`config.mk`:
```
export PLATFORM = sky130hd
export DESIGN_NAME = uart_cmd_controller
export DESIGN_NICKNAME = d
export VERILOG_FILES = /design/src/rtl/uart_cmd_controller.sv
export SDC_FILE = /design/constraint.sdc
export NUM_CORES = 1
export LEC_CHECK = 0
export CAP_MARGIN = 25
export CORE_ASPECT_RATIO = 1.1
export CORE_MARGIN = 3
export CORE_UTILIZATION = 55
export CTS_BUF_LIST = sky130_fd_sc_hd__clkbuf_4
export DETAILED_ROUTE_END_ITERATION = 8
export PLACE_DENSITY = 0.88
export SLEW_MARGIN = 15
export SYNTH_ARGS = -nofsm -noshare
export SYNTH_HDL_FRONTEND = slang
export SYNTH_SLANG_ARGS = --single-unit
```
`constraint.sdc`:
```
create_clock -name CLK -period 2.4 [get_ports CLK]
set_clock_uncertainty 0.2 [all_clocks]
set_input_delay 0.24 -clock CLK [delete_from_list [all_inputs] [get_ports CLK]]
set_output_delay 0.24 -clock CLK [all_outputs]
set_load 0.005 [all_outputs]
```
`src/rtl/uart_cmd_controller.sv`:
```
// Frame-level command controller between uart_top FIFOs and the gripper register file.
// Parses SOF/CMD/ADDR/DH/DL/CHK frames, executes register access, queues a 5-byte response.
module uart_cmd_controller #(
  parameter int          DATA_BITS = 8,
  parameter logic [7:0]  CMD_SOF   = 8'hA5,
  parameter logic [7:0]  RSP_SOF   = 8'h5A,
  parameter int          NUM_REGS  = 4,
  parameter int          TIMEOUT   = 50000
) (
  input  logic                 CLK,
  input  logic                 RESET,
  input  logic                 rx_empty,
  input  logic [DATA_BITS-1:0] read_data,
  output logic                 read_uart,
  input  logic                 tx_full,
  output logic                 write_uart,
  output logic [DATA_BITS-1:0] write_data,
  output logic                 reg_wr_en,
  output logic [7:0]           reg_addr,
  output logic [15:0]          reg_wr_data,
  input  logic [15:0]          reg_rd_data,
  output logic                 frame_err,
  output logic                 busy
);

  typedef enum logic [2:0] {
    IDLE     = 3'd0,
    GET_CMD  = 3'd1,
    GET_ADDR = 3'd2,
    GET_DH   = 3'd3,
    GET_DL   = 3'd4,
    GET_CHK  = 3'd5,
    EXEC     = 3'd6,
    SEND     = 3'd7
  } state_t;

  state_t      state_reg, state_next;
  logic [7:0]  cmd_reg, addr_reg, dh_reg, dl_reg, chk_reg;
  logic [7:0]  status_reg, rsp_dh_reg, rsp_dl_reg;
  logic [2:0]  idx_reg;
  logic [15:0] timer_reg;

  logic        is_get, pop, push, timed_out;
  logic [7:0]  exec_status;
  logic [15:0] exec_data;
  logic        exec_fail;
  logic [7:0]  rsp_byte;

  assign is_get    = state_reg inside {GET_CMD, GET_ADDR, GET_DH, GET_DL, GET_CHK};
  assign pop       = ((state_reg == IDLE) || is_get) && !rx_empty && !RESET;
  assign push      = (state_reg == SEND) && !tx_full && !RESET;
  assign timed_out = is_get && rx_empty && (timer_reg == 16'(TIMEOUT - 1));

  // Checks in priority order: checksum, command, address; first failure wins.
  always_comb begin
    exec_status = 8'h00;
    exec_data   = 16'h0000;
    exec_fail   = 1'b0;
    if ((cmd_reg ^ addr_reg ^ dh_reg ^ dl_reg) != chk_reg) begin
      exec_status = 8'hE1;
      exec_fail   = 1'b1;
    end else if ((cmd_reg != 8'h01) && (cmd_reg != 8'h02)) begin
      exec_status = 8'hE2;
      exec_fail   = 1'b1;
    end else if (32'(addr_reg) >= NUM_REGS) begin
      exec_status = 8'hE3;
      exec_fail   = 1'b1;
    end else if (cmd_reg == 8'h01) begin
      exec_status = 8'h00;
      exec_data   = {dh_reg, dl_reg};
    end else begin
      exec_status = 8'h01;
      exec_data   = reg_rd_data;
    end
  end

  always_ff @(posedge CLK) begin
    if (RESET) state_reg <= IDLE;
    else       state_reg <= state_next;
  end

  always_comb begin
    state_next = state_reg;
    case (state_reg)
      IDLE:     if (pop && (read_data == CMD_SOF)) state_next = GET_CMD;
      GET_CMD, GET_ADDR, GET_DH, GET_DL, GET_CHK: begin
        // GET_* states are consecutive codes, GET_CHK + 1 is EXEC
        if (pop)            state_next = state_t'(state_reg + 3'd1);
        else if (timed_out) state_next = IDLE;
      end
      EXEC:     state_next = SEND;
      SEND:     if (push && (idx_reg == 3'd4)) state_next = IDLE;
      default:  state_next = IDLE;
    endcase
  end

  always_ff @(posedge CLK) begin
    if (RESET) begin
      cmd_reg    <= 8'h00;
      addr_reg   <= 8'h00;
      dh_reg     <= 8'h00;
      dl_reg     <= 8'h00;
      chk_reg    <= 8'h00;
      status_reg <= 8'h00;
      rsp_dh_reg <= 8'h00;
      rsp_dl_reg <= 8'h00;
      idx_reg    <= 3'd0;
      timer_reg  <= 16'h0000;
    end else begin
      if (is_get && rx_empty && !timed_out) timer_reg <= timer_reg + 16'h0001;
      else                                  timer_reg <= 16'h0000;
      if (pop) begin
        case (state_reg)
          GET_CMD:  cmd_reg  <= read_data;
          GET_ADDR: addr_reg <= read_data;
          GET_DH:   dh_reg   <= read_data;
          GET_DL:   dl_reg   <= read_data;
          GET_CHK:  chk_reg  <= read_data;
          default:  ;
        endcase
      end
      if (state_reg == EXEC) begin
        status_reg <= exec_status;
        rsp_dh_reg <= exec_data[15:8];
        rsp_dl_reg <= exec_data[7:0];
        idx_reg    <= 3'd0;
      end else if (push) begin
        idx_reg <= (idx_reg == 3'd4) ? 3'd0 : idx_reg + 3'd1;
      end
    end
  end

  always_comb begin
    case (idx_reg)
      3'd0:    rsp_byte = RSP_SOF;
      3'd1:    rsp_byte = status_reg;
      3'd2:    rsp_byte = rsp_dh_reg;
      3'd3:    rsp_byte = rsp_dl_reg;
      default: rsp_byte = status_reg ^ rsp_dh_reg ^ rsp_dl_reg;
    endcase
  end

  // Every output is forced low while RESET is high, strobes included.
  always_comb begin
    read_uart   = 1'b0;
    write_uart  = 1'b0;
    write_data  = '0;
    reg_wr_en   = 1'b0;
    reg_addr    = 8'h00;
    reg_wr_data = 16'h0000;
    frame_err   = 1'b0;
    busy        = 1'b0;
    if (!RESET) begin
      read_uart   = pop;
      write_uart  = push;
      write_data  = rsp_byte;
      reg_addr    = addr_reg;
      reg_wr_data = {dh_reg, dl_reg};
      busy        = (state_reg != IDLE);
      if (state_reg == EXEC) begin
        reg_wr_en = !exec_fail && (cmd_reg == 8'h01);
        frame_err = exec_fail;
      end
      if (timed_out) frame_err = 1'b1;
    end
  end

endmodule

```
Word-level counts from Yosys, hierarchy flattened
Cells that the tools add are included.
{ "word_totals": {"register_bits": 86, "inputBits": 28, "output_inout_bits": 37, "word_cells": 100} }
{ "classes": {"n_addsub": 3, "order_cmp": 1, "eq_ne": 20, "muxes": 29, "bitwise": 6, "reduce_logical": 30} }
{ "ops": {"columns": ["cell", "n"], "rows": [
  ["2-to-1 mux 16 bit", 5],
  ["2-to-1 mux 8 bit", 5],
  ["bitwise XOR 8 bit", 5],
  ["one-hot mux 8 bit (4 select lines)", 1],
  ["adder 16 x 1 -> 16 bit, second input constant", 1],
  ["== test 16 bit, second input constant", 1],
  ["== test 3 bit, second input constant", 5],
  ["2-to-1 mux 3 bit", 5],
  ["== test 3 x 2 -> 1 bit, second input constant", 4],
  ["2-to-1 mux 1 bit", 12],
  ["one-hot mux 3 bit (4 select lines)", 1],
  ["logical AND 1 bit", 11],
  ["AND reduction 2 bit", 5],
  ["== test 8 x 1 -> 1 bit, second input constant", 1],
  ["== test 8 bit, second input constant", 1],
  [">= comparator 8 x 3 -> 1 bit, second input constant", 1],
  ["!= test 8 x 1 -> 1 bit, second input constant", 1],
  ["!= test 8 x 2 -> 1 bit, second input constant", 1],
  ["!= test 8 bit", 1],
  ["adder 3 x 1 -> 3 bit, second input constant", 2],
  ["== test 3 x 1 -> 1 bit, second input constant", 2],
  ["logical NOT 3 bit", 2],
  ["logical NOT 1 bit", 5],
  ["nonzero test 5 bit", 1],
  ["other kinds (8)", 10]
]} }

Logic depth before layout (Yosys ltp)
Gate-level depths: netlist (run 1).
{ "logic_depth": {"word_depth": 9, "mapped_depth": 8, "depth_no_buf": 7} }

Worst setup path after synthesis (run 1)
Ideal clock, no wire load.
{ "synth_timing": {"kind": "reg2out", "startpoint": "reg idx_reg[0]", "endpoint": "out write_data[1]", "arrival_time_ns": 1.661, "required_time_ns": 1.960, "setup_slack_ns": 0.299, "stages_incl_launch_ff": 8, "n_path_buf": 0, "path_cell_list": "dfxtp_1 > inv_1 > ha_1 > nor3_1 > nor2_1 > nor2_1 > a21oi_1 > a221oi_1"} }
{ "synth_between": {"elab_chain_len": 3, "word_cells_on_any_way": 6, "cone_classes": "eq/ne: 3; mux: 2; reduce/logical: 1"} }
{ "synth_lines": {"columns": ["element", "line_no", "text"], "rows": [
  ["start, declared", "40", "logic [2:0] idx_reg;"],
  ["start signal, assigned", "128", "idx_reg <= (idx_reg == 3'd4) ? 3'd0 : idx_reg + 3'd1;"],
  ["== test 3 x 2 -> 1 bit, or another cell as far along", "134", "case (idx_reg)"],
  ["one-hot mux 8 bit (4 select lines) (*)", "134", null],
  ["2-to-1 mux 8 bit (*)", "153", "if (!RESET) begin"],
  ["end, declared", "17", "output logic [DATA_BITS-1:0] write_data,"]
]} }
Every way passes the cells marked *; elsewhere a longest branch is shown, timed or not.

Final worst setup path (run 1)
{ "layout_timing": {"startpoint": "reg dh_reg[4]", "endpoint": "out reg_wr_en"} }
{ "layout_between": {"elab_chain_len": 8} }
{ "layout_lines": {"columns": ["element", "line_no", "text"], "rows": [
  ["start, declared", "38", "logic [7:0] cmd_reg, addr_reg, dh_reg, dl_reg, chk_reg;"],
  ["start signal, assigned", "116", "GET_DH: dh_reg <= read_data;"],
  ["bitwise XOR 8 bit (2 in a row)", "59", "if ((cmd_reg ^ addr_reg ^ dh_reg ^ dl_reg) != chk_reg) begin"],
  ["!= test 8 bit", "59", null],
  ["2-to-1 mux 1 bit", "59", null],
  ["logical NOT 1 bit", "161", "reg_wr_en = !exec_fail && (cmd_reg == 8'h01);"],
  ["logical AND 1 bit", "161", null],
  ["2-to-1 mux 1 bit", "160", "if (state_reg == EXEC) begin"],
  ["2-to-1 mux 1 bit", "153", null],
  ["end, declared", "18", "output logic reg_wr_en,"]
]} }
Every way passes these cells.

==> results by group, run 1 <==
Run status
  • Outcome: finished, violations left
  • Failing checks: negative setup slack

STA
  • Period utilisation layout: 1.127
  • Final setup violation count: 9
  • Worst Max-Slew Pin Slew: roughly 0.5 ns
  • Max-slew violations: 0
  • Final hold viol count: 0
  • Worst setup margin: -0.3049 ns
  • Fmax: ~0.37 GHz
  • Tmin final: roughly 2.7 ns
  • Min Hold Slack: approximately 0.13 ns
  • Max_slew headroom: 0.6540
  • RSZ-0062 raised after global routing: yes

Cells and area
  • FF/Latch Area: between 0.0015 and 0.002 mm2
  • Post-layout util: 0.7931
  • Filler cells: 470
  • Fin nets: approximately 630
  • Layout Area Growth over Synthesis: 37.09%
  • Layout cells sized above 1: 0.3215
  • Number of diodes: 0
  • Number of flip-flops in the largest register: 16
  • Multi-input gate area: ~0.0029 mm2

Worst setup path
  • Crit path kind: reg -> out
  • CP peak stage delay: ~0.4 ns
  • Critical Path, Cell by Cell: xnor3_1, xnor2_1, nor4_1, nand2_1, buf_4, nor3_4, buf_2
  • Critical Path RT: between 1.5 and 2 ns
  • Crit path capture type: output pin
  • Slowest CP cell: xnor3_1
  • Worst Path Buf+Inv: 2
  • CP top delay family: simple AND/OR/NAND/NOR gates
  • CP Max Fanout: 2
  • Worst EP arrival: between 2 and 2.5 ns
  • CP startpoint kind: register

Die
  • Die outline area: between 0.009 and 0.01 mm2
  • Core area: roughly 0.0076 mm2
  • I/O pin total: 65
  • FP Rows: 33
  • X dimension of the die: just over 90 um
  • Chip height: approximately 100 um
  • Initial core utilization: 0.5785

Global routing
  • Number of global-route vias before repair: slightly above 4,000
  • First-pass GRT wire length: a little under 20 mm
  • Pin count of the biggest net entering global routing: 25
  • Total grt overflow: 0
  • GR Util All Layers: 0.2640
  • Initial antenna violation count: 0

Synthesis
  • Yosys reg bits: around 80
  • Cell taking the most area after synthesis: dfxtp_1
  • Synth Area in Compound Gates: 0.1291
  • Mapped Cells: 460
  • Fraction of registers with async set/reset: 0
  • Count leader, synth: dfxtp_1
  • XOR/XNOR Fraction of Synth Area: 0.1240
  • Combinational family with the most area after synthesis: simple AND/OR/NAND/NOR gates
  • Synth Flop Type: dfxtp_1
  • Mean Syn Cell Area: about 9.6 um2
  • Post-synthesis mux area share: 0.1200
  • Commonest cells in the synthesized netlist: dfxtp_1 (81), nor2_1 (49), nand2_1 (41)
  • Number of flops mapped to enable cells by yosys: 0
  • Register area share after synthesis: 0.3669
  • Post-Syn Area: 0.004419 mm2
  • Largest cells by area after synthesis: dfxtp_1 (37%), mux2_2 (6.1%), mux2i_1 (5.9%)
  • Share of Yosys cell area claimed by the top area cell type: 0.3669
  • Number of library cell types mapped by synthesis: 53
  • Synthesis Warnings: 0
  • Adder-cell area share of the yosys netlist: 0.03398
  • Simple logic cell fraction of the synthesized area: 0.1908
  • Mapped Nets: 500

Placed design
  • Gpl congestion: between 0.8 and 0.9
  • Buffers added on ports: 64
  • DP Wirelength: ~9.0 mm
  • Dpl ws: -0.2995 ns

Power and ir drop
  • Max IR drop VDD: 0.0003187 V
  • Comb power frac: 0.388
  • Power Density: 616.6 mW/mm2
  • Clock Power Share: 0.213
  • Static Leak: ~2.5 nW
  • Share of power burned in registers: 0.399
  • Internal: 2.413 mW
  • Psw: 1.323 mW
  • Sw Ratio: 0.3541

Routing
  • Initial DRC count: about 140
  • DR vias: just under 4,000
  • Drt pass-1 iters: 4
  • Total Wirelength: 12.27 mm
  • Post-DRT Antenna Nets: 0
  • DR vias/cell: ~5.6
  • WL/cell: 17.63 um
  • DRC: 0

Clock network
  • Clock sink count: 81
  • Clk buf depth: 2
  • CTS root buf: clkbuf_4
  • Post-CTS Hold Fix Bufs: 0
  • Clock transition at the registers of the reported paths: 0.14 ns
  • CTS Buf Count: 9
  • Htree depth: 3
  • Latest clock arrival within the worst-skew pair: around 0.42 ns
  • CTS tree: built

Run
  • Max_cap viols: 0

Hold path
  • Hold WC Path Type: in -> reg
## through the flow
step                      setup TNS [ns]  total power [mW]  area, um2  instances
final                             -1.420             3.735       6058        696
after global routing              -2.354             3.932       6058        696
after CTS                         -1.187             3.711       5967        694
after detailed placement          -1.671             2.792       5595        670
after global placement           -0.8544             2.752       5595        670
after floorplan                        0             2.335       4419        460
## cell type report
| type | instances | area share |
|---|---|---|
| Clock buffer | 9 | 0.01115 |
| Clock inverter | 7 | 0.01157 |
| Inverter | 11 | 0.007641 |
| Multi-Input combinational cell | 346 | 0.4765 |
| Sequential cell | 81 | 0.2710 |
| Tap cell | 105 | 0.02169 |
| Timing Repair Buffer | 137 | 0.2005 |
## power groups by stage
stage / registers [mW] / clock network, mW / logic (mW)
4_1_cts: 1.49 / 0.811 / 1.41
3_3_place_gp: 1.50 / 0 / 1.25
2_1_floorplan: 1.49 / 0 / 0.843
3_5_place_dp: 1.51 / 0 / 1.28
6_report: 1.49 / 0.796 / 1.45
5_1_grt: 1.50 / 0.872 / 1.56
## timing repair
action	CTS	global route
buffers inserted	9	2
gates resized for setup	94	23
endpoints found under the setup margin	12	11
hold endpoints to repair	0	0
pin swaps	21	12
cloned	0	0
## placed cells by master, fill, tap and decap left out, types with 4 or more instances in the layout
master,count
a221oi_2,6
o31ai_2,15
buf_6,9
nor2b_1,28
nor2_1,45
mux2i_1,25
xor2_1,19
buf_2,11
inv_1,8
xnor3_1,6
and3_1,5
dfxtp_4,4
a22oi_1,4
clkbuf_4,9
nand4_1,7
xnor2_1,19
buf_4,60
clkdlybuf4s50_1,51
nand3_1,10
o21ai_0,4
buf_12,4
a21oi_1,15
dfxtp_1,73
nand2_1,41
dfxtp_2,4
ha_4,7
mux2_2,24
ha_2,4
## final timing paths
path                 start       endpoint  slack (ns)  cells past startpoint
max              dh_reg[4]      reg_wr_en       -0.30                      7
max reg2reg      dh_reg[4]  status_reg[1]        0.11                      7
min                  RESET   state_reg[1]        0.13                      2
min reg2reg  rsp_dh_reg[0]  rsp_dh_reg[0]        0.30                      2
## per-layer routing
metal / track usage / up-vias / share of wire
met1: 0.3001 / 1898 / 0.41
met4: 0.09049 / 0 / 0.021
met5: 0 / - / 0
li1: - / 1867 / -
met2: 0.4913 / 100 / 0.53
met3: 0.05172 / 21 / 0.042
## cell families after synthesis
logic type      after synthesis
mux                          50
fa+ha+maj                    12
compound gates               69
xor+xnor                     48
simple gates                167
buf+inv                      33
flops                        81
Note: power is estimated with default switching activity, not from simulation.
==> inputs of run 2 (changes only) <==
Settings changed: MAX_ROUTING_LAYER set to met4.
==> results by group, run 2 (synthesis results as in run 1) <==
Run status
  • Outcome: finished, violations left
  • Failing checks: negative setup slack

Worst setup path
  • FF-to-FF End: rsp_dl_reg[6]
  • Crit path kind: reg -> out
  • CP startpoint kind: register
  • CP peak stage delay: 0.40 ns (about the same)
  • Crit path capture type: output pin
  • Worst r2r src: dh_reg[2]
  • Reg-to-reg setup timing slack: 0.08 ns (-0.03 ns)
  • Worst EP arrival: 2.28 ns (+0.02 ns)
  • Reg2reg path depth: 8 (+1)
  • Critical Path, Cell by Cell: xnor3_1, xnor2_1, nor4_1, nand2_1, buf_6, a21o_1, buf_2
  • Slowest CP cell: xnor3_1
  • CP Max Fanout: 2 (unchanged)
  • Crit path to: frame_err
  • CP startpoint: dh_reg[2]
  • Critical Path RT: 1.96 ns (about the same)

STA
  • RSZ-0062 raised after global routing: yes
  • Max-slew violations: 0 (unchanged)
  • Final setup violation count: 10 (+1)
  • Fmax: 0.3672 GHz (-0.67%)
  • Max_slew headroom: 0.6501 (-0.003883)
  • Worst Max-Slew Pin Slew: 0.5208 ns (+0.005780 ns)
  • Worst setup margin: -0.3232 ns (-0.01831 ns)
  • Final hold viol count: 0 (unchanged)
  • Tmin final: 2.723 ns (+0.01831 ns)
  • Period utilisation layout: 1.135 (+0.007628)
  • Min Hold Slack: 0.02757 ns (-0.1008 ns)

Global routing
  • Number of global-route vias before repair: 3,968 (-2.0%)
  • GR Util All Layers: 0.2740 (+0.009969)
  • Total grt overflow: 0 (unchanged)
  • Pin count of the biggest net entering global routing: 22 (-12%)
  • First-pass GRT wire length: 19.45 mm (+0.93%)
  • Initial antenna violation count: 0 (unchanged)

Die
  • X dimension of the die: 91.47 um (unchanged)
  • Core area: 0.007639 mm2 (unchanged)
  • Chip height: 100.0 um (unchanged)
  • Initial core utilization: 0.5785 (unchanged)
  • I/O pin total: 65 (unchanged)
  • FP Rows: 33 (unchanged)
  • Die outline area: 0.009148 mm2 (unchanged)

Routing
  • DR vias/cell: 5.678 (+1.7%)
  • WL/cell: 18.01 um (+2.1%)
  • DR vias: 3,963 (+2.0%)
  • DRC: 0 (unchanged)
  • Post-DRT Antenna Nets: 0 (unchanged)
  • Total Wirelength: 12.57 mm (+2.4%)
  • Initial DRC count: 230 (+61%)
  • Drt pass-1 iters: 5 (+1)

Cells and area
  • Post-layout util: 0.7990 (+0.005897)
  • Number of flip-flops in the largest register: 16 (unchanged)
  • Fin nets: 628 (+0.32%)
  • Layout cells sized above 1: 0.3238 (+0.002288)
  • Most frequent cells in the layout: dfxtp_1 (74), buf_4 (55), clkdlybuf4s50_1 (51)
  • Number of diodes: 0 (unchanged)
  • Layout Area Growth over Synthesis: 38.11%
  • Most common cell after layout, fill and taps aside: dfxtp_1
  • Filler cells: 455 (-3.2%)

Run
  • Max_cap viols: 0 (unchanged)

Clock network
  • Clock transition at the registers of the reported paths: 0.14 ns (about the same)
  • Latest clock arrival within the worst-skew pair: 0.43 ns (about the same)
  • CTS Buf Count: 9 (unchanged)
  • Clk buf depth: 2 (unchanged)
  • Clock sink count: 81 (unchanged)
  • CTS root buf: clkbuf_4
  • Htree depth: 3 (unchanged)
  • CTS tree: built

Power and ir drop
  • Power Density: 638.6 mW/mm2 (+3.6%)
  • Static Leak: 2.500 nW (+0.64%)
  • Max IR drop VDD: 0.0004188 V (+31%)
  • Total power: 3.898 mW (+4.3%)

Placed design
  • Gpl congestion: 0.8557 (-4.8%)
  • DP Wirelength: 8.911 mm (-1.2%)
  • Buffers added on ports: 64 (unchanged)

Hold path
  • Hold path start: RESET
  • Hold WC Path Type: in -> reg
## run 2: cell count changes in the layout (fill, tap and decap cells not counted), sizes merged
| cell | change |
|---|---|
| dlygate4sd3 | +1 |
| clkbuf | +2 |
| inv | -1 |
| clkinvlp | +1 |
| bufinv | -1 |
## run 2: power by group
part           total (mW)  switching, mW  internal, mW  leakage, nW
Clock               0.718          0.492         0.225       0.0586
Combinational        1.70          0.849         0.849         1.78
Sequential           1.48         0.0643          1.42        0.658
Total                3.90           1.41          2.49         2.50
## run 2: how the worst min path moves through the flow
stage	endpoint	slack (ns)	cells past startpoint
after floorplan	cmd_reg[2]	0.18	2
after global placement	timer_reg[0]	0.24	1
after detailed placement	timer_reg[0]	0.26	1
after CTS	status_reg[1]	0.004	2
after global routing	status_reg[1]	0.03	2
final	status_reg[1]	0.03	2
## run 2: worst max-delay path, delay by kind of cell, from the launching register on
family                    cells  cell delay, ns
xor gates and xnor gates      2            0.55
and+or+nand+nor               2            0.50
DFF                           1            0.35
AOI/OAI and AO/OA             1            0.17
buffers and inverters         2            0.28
## run 2: stage by stage
step / cell area (um2) / setup TNS, ns / instances / setup slack, ns
5_1_grt: 6103 / -2.419 / 698 / -0.3983
3_5_place_dp: 5573 / -1.377 / 667 / -0.2889
6_report: 6103 / -1.414 / 698 / -0.3232
2_1_floorplan: 4419 / 0 / 460 / 0.2994
3_3_place_gp: 5573 / -0.7939 / 667 / -0.2358
4_1_cts: 5982 / -1.086 / 695 / -0.3067
## run 2: routing by layer
layer,global-route usage,wire [um]
met5,-,0
met4,0.09629,344
met3,0.02999,437
met2,0.4997,6594
met1,0.3107,5194
## run 2: timing repair
| item | 4_1_cts | 5_1_grt |
|---|---|---|
| hold endpoints to repair | 1 | 0 |
| pin swaps | 33 | 18 |
| gates cloned | 0 | 1 |
| setup endpoints to repair | 12 | 30 |
| buffers inserted | 14 | 4 |
| gates resized for setup | 102 | 23 |
| hold buffers | 1 | 0 |
## run 2: layout make-up
class | instances | area [um2] | area share
multi-input combinational | 346 | 2895 | 0.4744
sequential | 81 | 1638 | 0.2683
timing repair buffer | 139 | 1272 | 0.2085
tap | 105 | 131.4 | 0.02153
clock buffer | 10 | 75.07 | 0.01230
inverter | 11 | 46.29 | 0.007585
clock inverter | 6 | 45.04 | 0.007380
==> inputs of run 3 (changes only) <==
Settings changed: PLACE_DENSITY 0.88 to 0.82.
==> results by group, run 3 (synthesis results as in run 1) <==
Run status
  • Outcome: finished, violations left
  • Failing checks: negative setup slack

Power and ir drop
  • Psw: 1.313 mW (-6.6%)
  • Sw Ratio: 0.3688 (+0.008214)
  • Total power: 3.561 mW (-8.6%)
  • Share of power burned in registers: 0.419 (+0.039)
  • Static Leak: 2.446 nW (-2.2%)
  • Power Density: 600.9 mW/mm2 (-5.9%)
  • Max IR drop VDD: 0.0003576 V (-15%)
  • Internal: 2.248 mW (-9.8%)
  • Clock Power Share: 0.195 (+0.011)
  • Comb power frac: 0.386 (-0.050)

Routing
  • DR vias/cell: 5.611 (-1.2%)
  • Initial DRC count: 222 (-3.5%)
  • Drt pass-1 iters: 5 (unchanged)
  • DRC: 0 (unchanged)
  • Total Wirelength: 11.97 mm (-4.8%)
  • DR vias: 3,877 (-2.2%)
  • WL/cell: 17.32 um (-3.8%)
  • Post-DRT Antenna Nets: 0 (unchanged)

Worst setup path
  • Worst Path Buf+Inv: 2 (unchanged)
  • Worst EP arrival: 2.22 ns (-0.06 ns)
  • Crit path capture type: output pin
  • Crit path kind: reg -> out
  • Slowest CP cell: xnor3_1
  • CP Max Fanout: 2 (unchanged)
  • Critical Path, Cell by Cell: xnor3_1, xnor2_1, nor4_1, nand2_1, buf_6, nor3_4, buf_2
  • Reg-to-reg setup timing slack: 0.08 ns (about the same)
  • CP peak stage delay: 0.41 ns (about the same)
  • Critical Path RT: 1.96 ns (about the same)
  • CP startpoint kind: register
  • CP top delay family: simple AND/OR/NAND/NOR gates

Cells and area
  • Number of flip-flops in the largest register: 16 (unchanged)
  • Fin area: 0.005926 mm2 (-2.9%)
  • Layout cells sized above 1: 0.3106 (-0.01320)
  • Layout Area Growth over Synthesis: 34.09%
  • Number of diodes: 0 (unchanged)
  • Most frequent cells in the layout: dfxtp_1 (72), buf_4 (62), clkdlybuf4s50_1 (52)
  • Most common cell after layout, fill and taps aside: dfxtp_1
  • Fin nets: 622 (-0.96%)

Placed design
  • Buffers added on ports: 64 (unchanged)
  • Placed Area: 0.005523 mm2 (-0.90%)
  • Gpl congestion: 0.8125 (-5.0%)
  • DP Wirelength: 8.528 mm (-4.3%)

STA
  • Min Hold Slack: 0.1080 ns (+0.08039 ns)
  • Tmin final: 2.663 ns (-0.06012 ns)
  • Max_slew headroom: 0.6672 (+0.01705)
  • Worst Max-Slew Pin Slew: 0.4954 ns (-0.02538 ns)
  • Max-slew violations: 0 (unchanged)
  • Final setup violation count: 9 (-1)
  • RSZ-0062 raised after global routing: yes
  • Fmax: 0.3755 GHz (+2.3%)
  • Period utilisation layout: 1.110 (-0.02505)
  • Worst setup margin: -0.2631 ns (+0.06012 ns)
  • Final hold viol count: 0 (unchanged)

Global routing
  • First-pass GRT wire length: 18.80 mm (-3.4%)
  • Total grt overflow: 0 (unchanged)
  • Number of global-route vias before repair: 3,877 (-2.3%)
  • GR Util All Layers: 0.2676 (-0.006374)
  • Initial antenna violation count: 0 (unchanged)
  • Pin count of the biggest net entering global routing: 24 (+9.1%)

Die
  • FP Rows: 33 (unchanged)
  • Core area: 0.007639 mm2 (unchanged)
  • Chip height: 100.0 um (unchanged)
  • Initial core utilization: 0.5785 (unchanged)
  • I/O pin total: 65 (unchanged)
  • Die outline area: 0.009148 mm2 (unchanged)
  • X dimension of the die: 91.47 um (unchanged)

Clock network
  • Htree depth: 3 (unchanged)
  • Latest clock arrival within the worst-skew pair: 0.44 ns (about the same)
  • Clock transition at the registers of the reported paths: 0.13 ns (about the same)
  • Clock sink count: 81 (unchanged)
  • Clk buf depth: 2 (unchanged)
  • CTS root buf: clkbuf_4
  • CTS Buf Count: 9 (unchanged)
  • CTS tree: built

Run
  • Max_cap viols: 0 (unchanged)

Hold path
  • Hold WC Path Type: in -> reg
[run 3: cell count changes in the layout (fill, tap and decap cells not counted), sizes merged]
cell	change
dlygate4sd2	-1
clkbuf	-1
clkinvlp	-1
clkdlybuf4s50	+1
buf	-4
dlygate4sd3	-1
[run 3: per-stage QoR]
stage | TNS (ns) | cells | worst slack (ns) | utilization
finish | -0.9562 | 691 | -0.2631 | 0.7758
floorplan | 0 | 460 | 0.2994 | -
global placement | -0.8886 | 667 | -0.2153 | 0.7230
detailed placement | -1.623 | 667 | -0.2754 | 0.7230
global route | -1.688 | 691 | -0.3250 | 0.7758
CTS | -0.6893 | 686 | -0.2621 | 0.7643
[run 3: power groups by stage]
stage	registers [mW]	logic, mW	clock network, mW
finish	1.49	1.37	0.694
global route	1.50	1.49	0.756
CTS	1.48	1.39	0.700
detailed placement	1.51	1.21	0
global placement	1.50	1.17	0
floorplan	1.49	0.843	0
[run 3: repair_timing]
item	CTS	global route
pin swaps	20	13
cloned	0	0
endpoints found under the setup margin	12	24
gates resized for setup	94	15
hold endpoints to repair	0	0
hold buffers	0	0
setup buffers	4	6
[run 3: layout make-up]
| cell class | count | area, um2 |
|---|---|---|
| sequential | 81 | 1643 |
| inverter | 11 | 46.29 |
| clock inverter | 5 | 33.78 |
| timing repair buffer | 133 | 1129 |
| tap | 105 | 131.4 |
| fill | 488 | 1713 |
| multi-input combinational | 346 | 2868 |
| clock buffer | 10 | 75.07 |
[run 3: per-layer routing]
metal | GRT usage | wire length [um] | vias to the layer above | share of wire
met5 | - | 0 | - | 0
met4 | 0.09629 | 312 | 0 | 0.026
met3 | 0.04123 | 500 | 28 | 0.042
met2 | 0.4559 | 6081 | 120 | 0.51
met1 | 0.3222 | 5078 | 1872 | 0.42
li1 | - | - | 1857 | -
[run 3: path summary, 6_finish.rpt]
| kind | from | end | depth (start not counted) |
|---|---|---|---|
| min reg2reg | timer_reg[0] | timer_reg[0] | 1 |
| max reg2reg | dh_reg[4] | rsp_dl_reg[6] | 7 |
| min | RESET | state_reg[1] | 2 |
| max | dh_reg[4] | reg_wr_en | 7 |
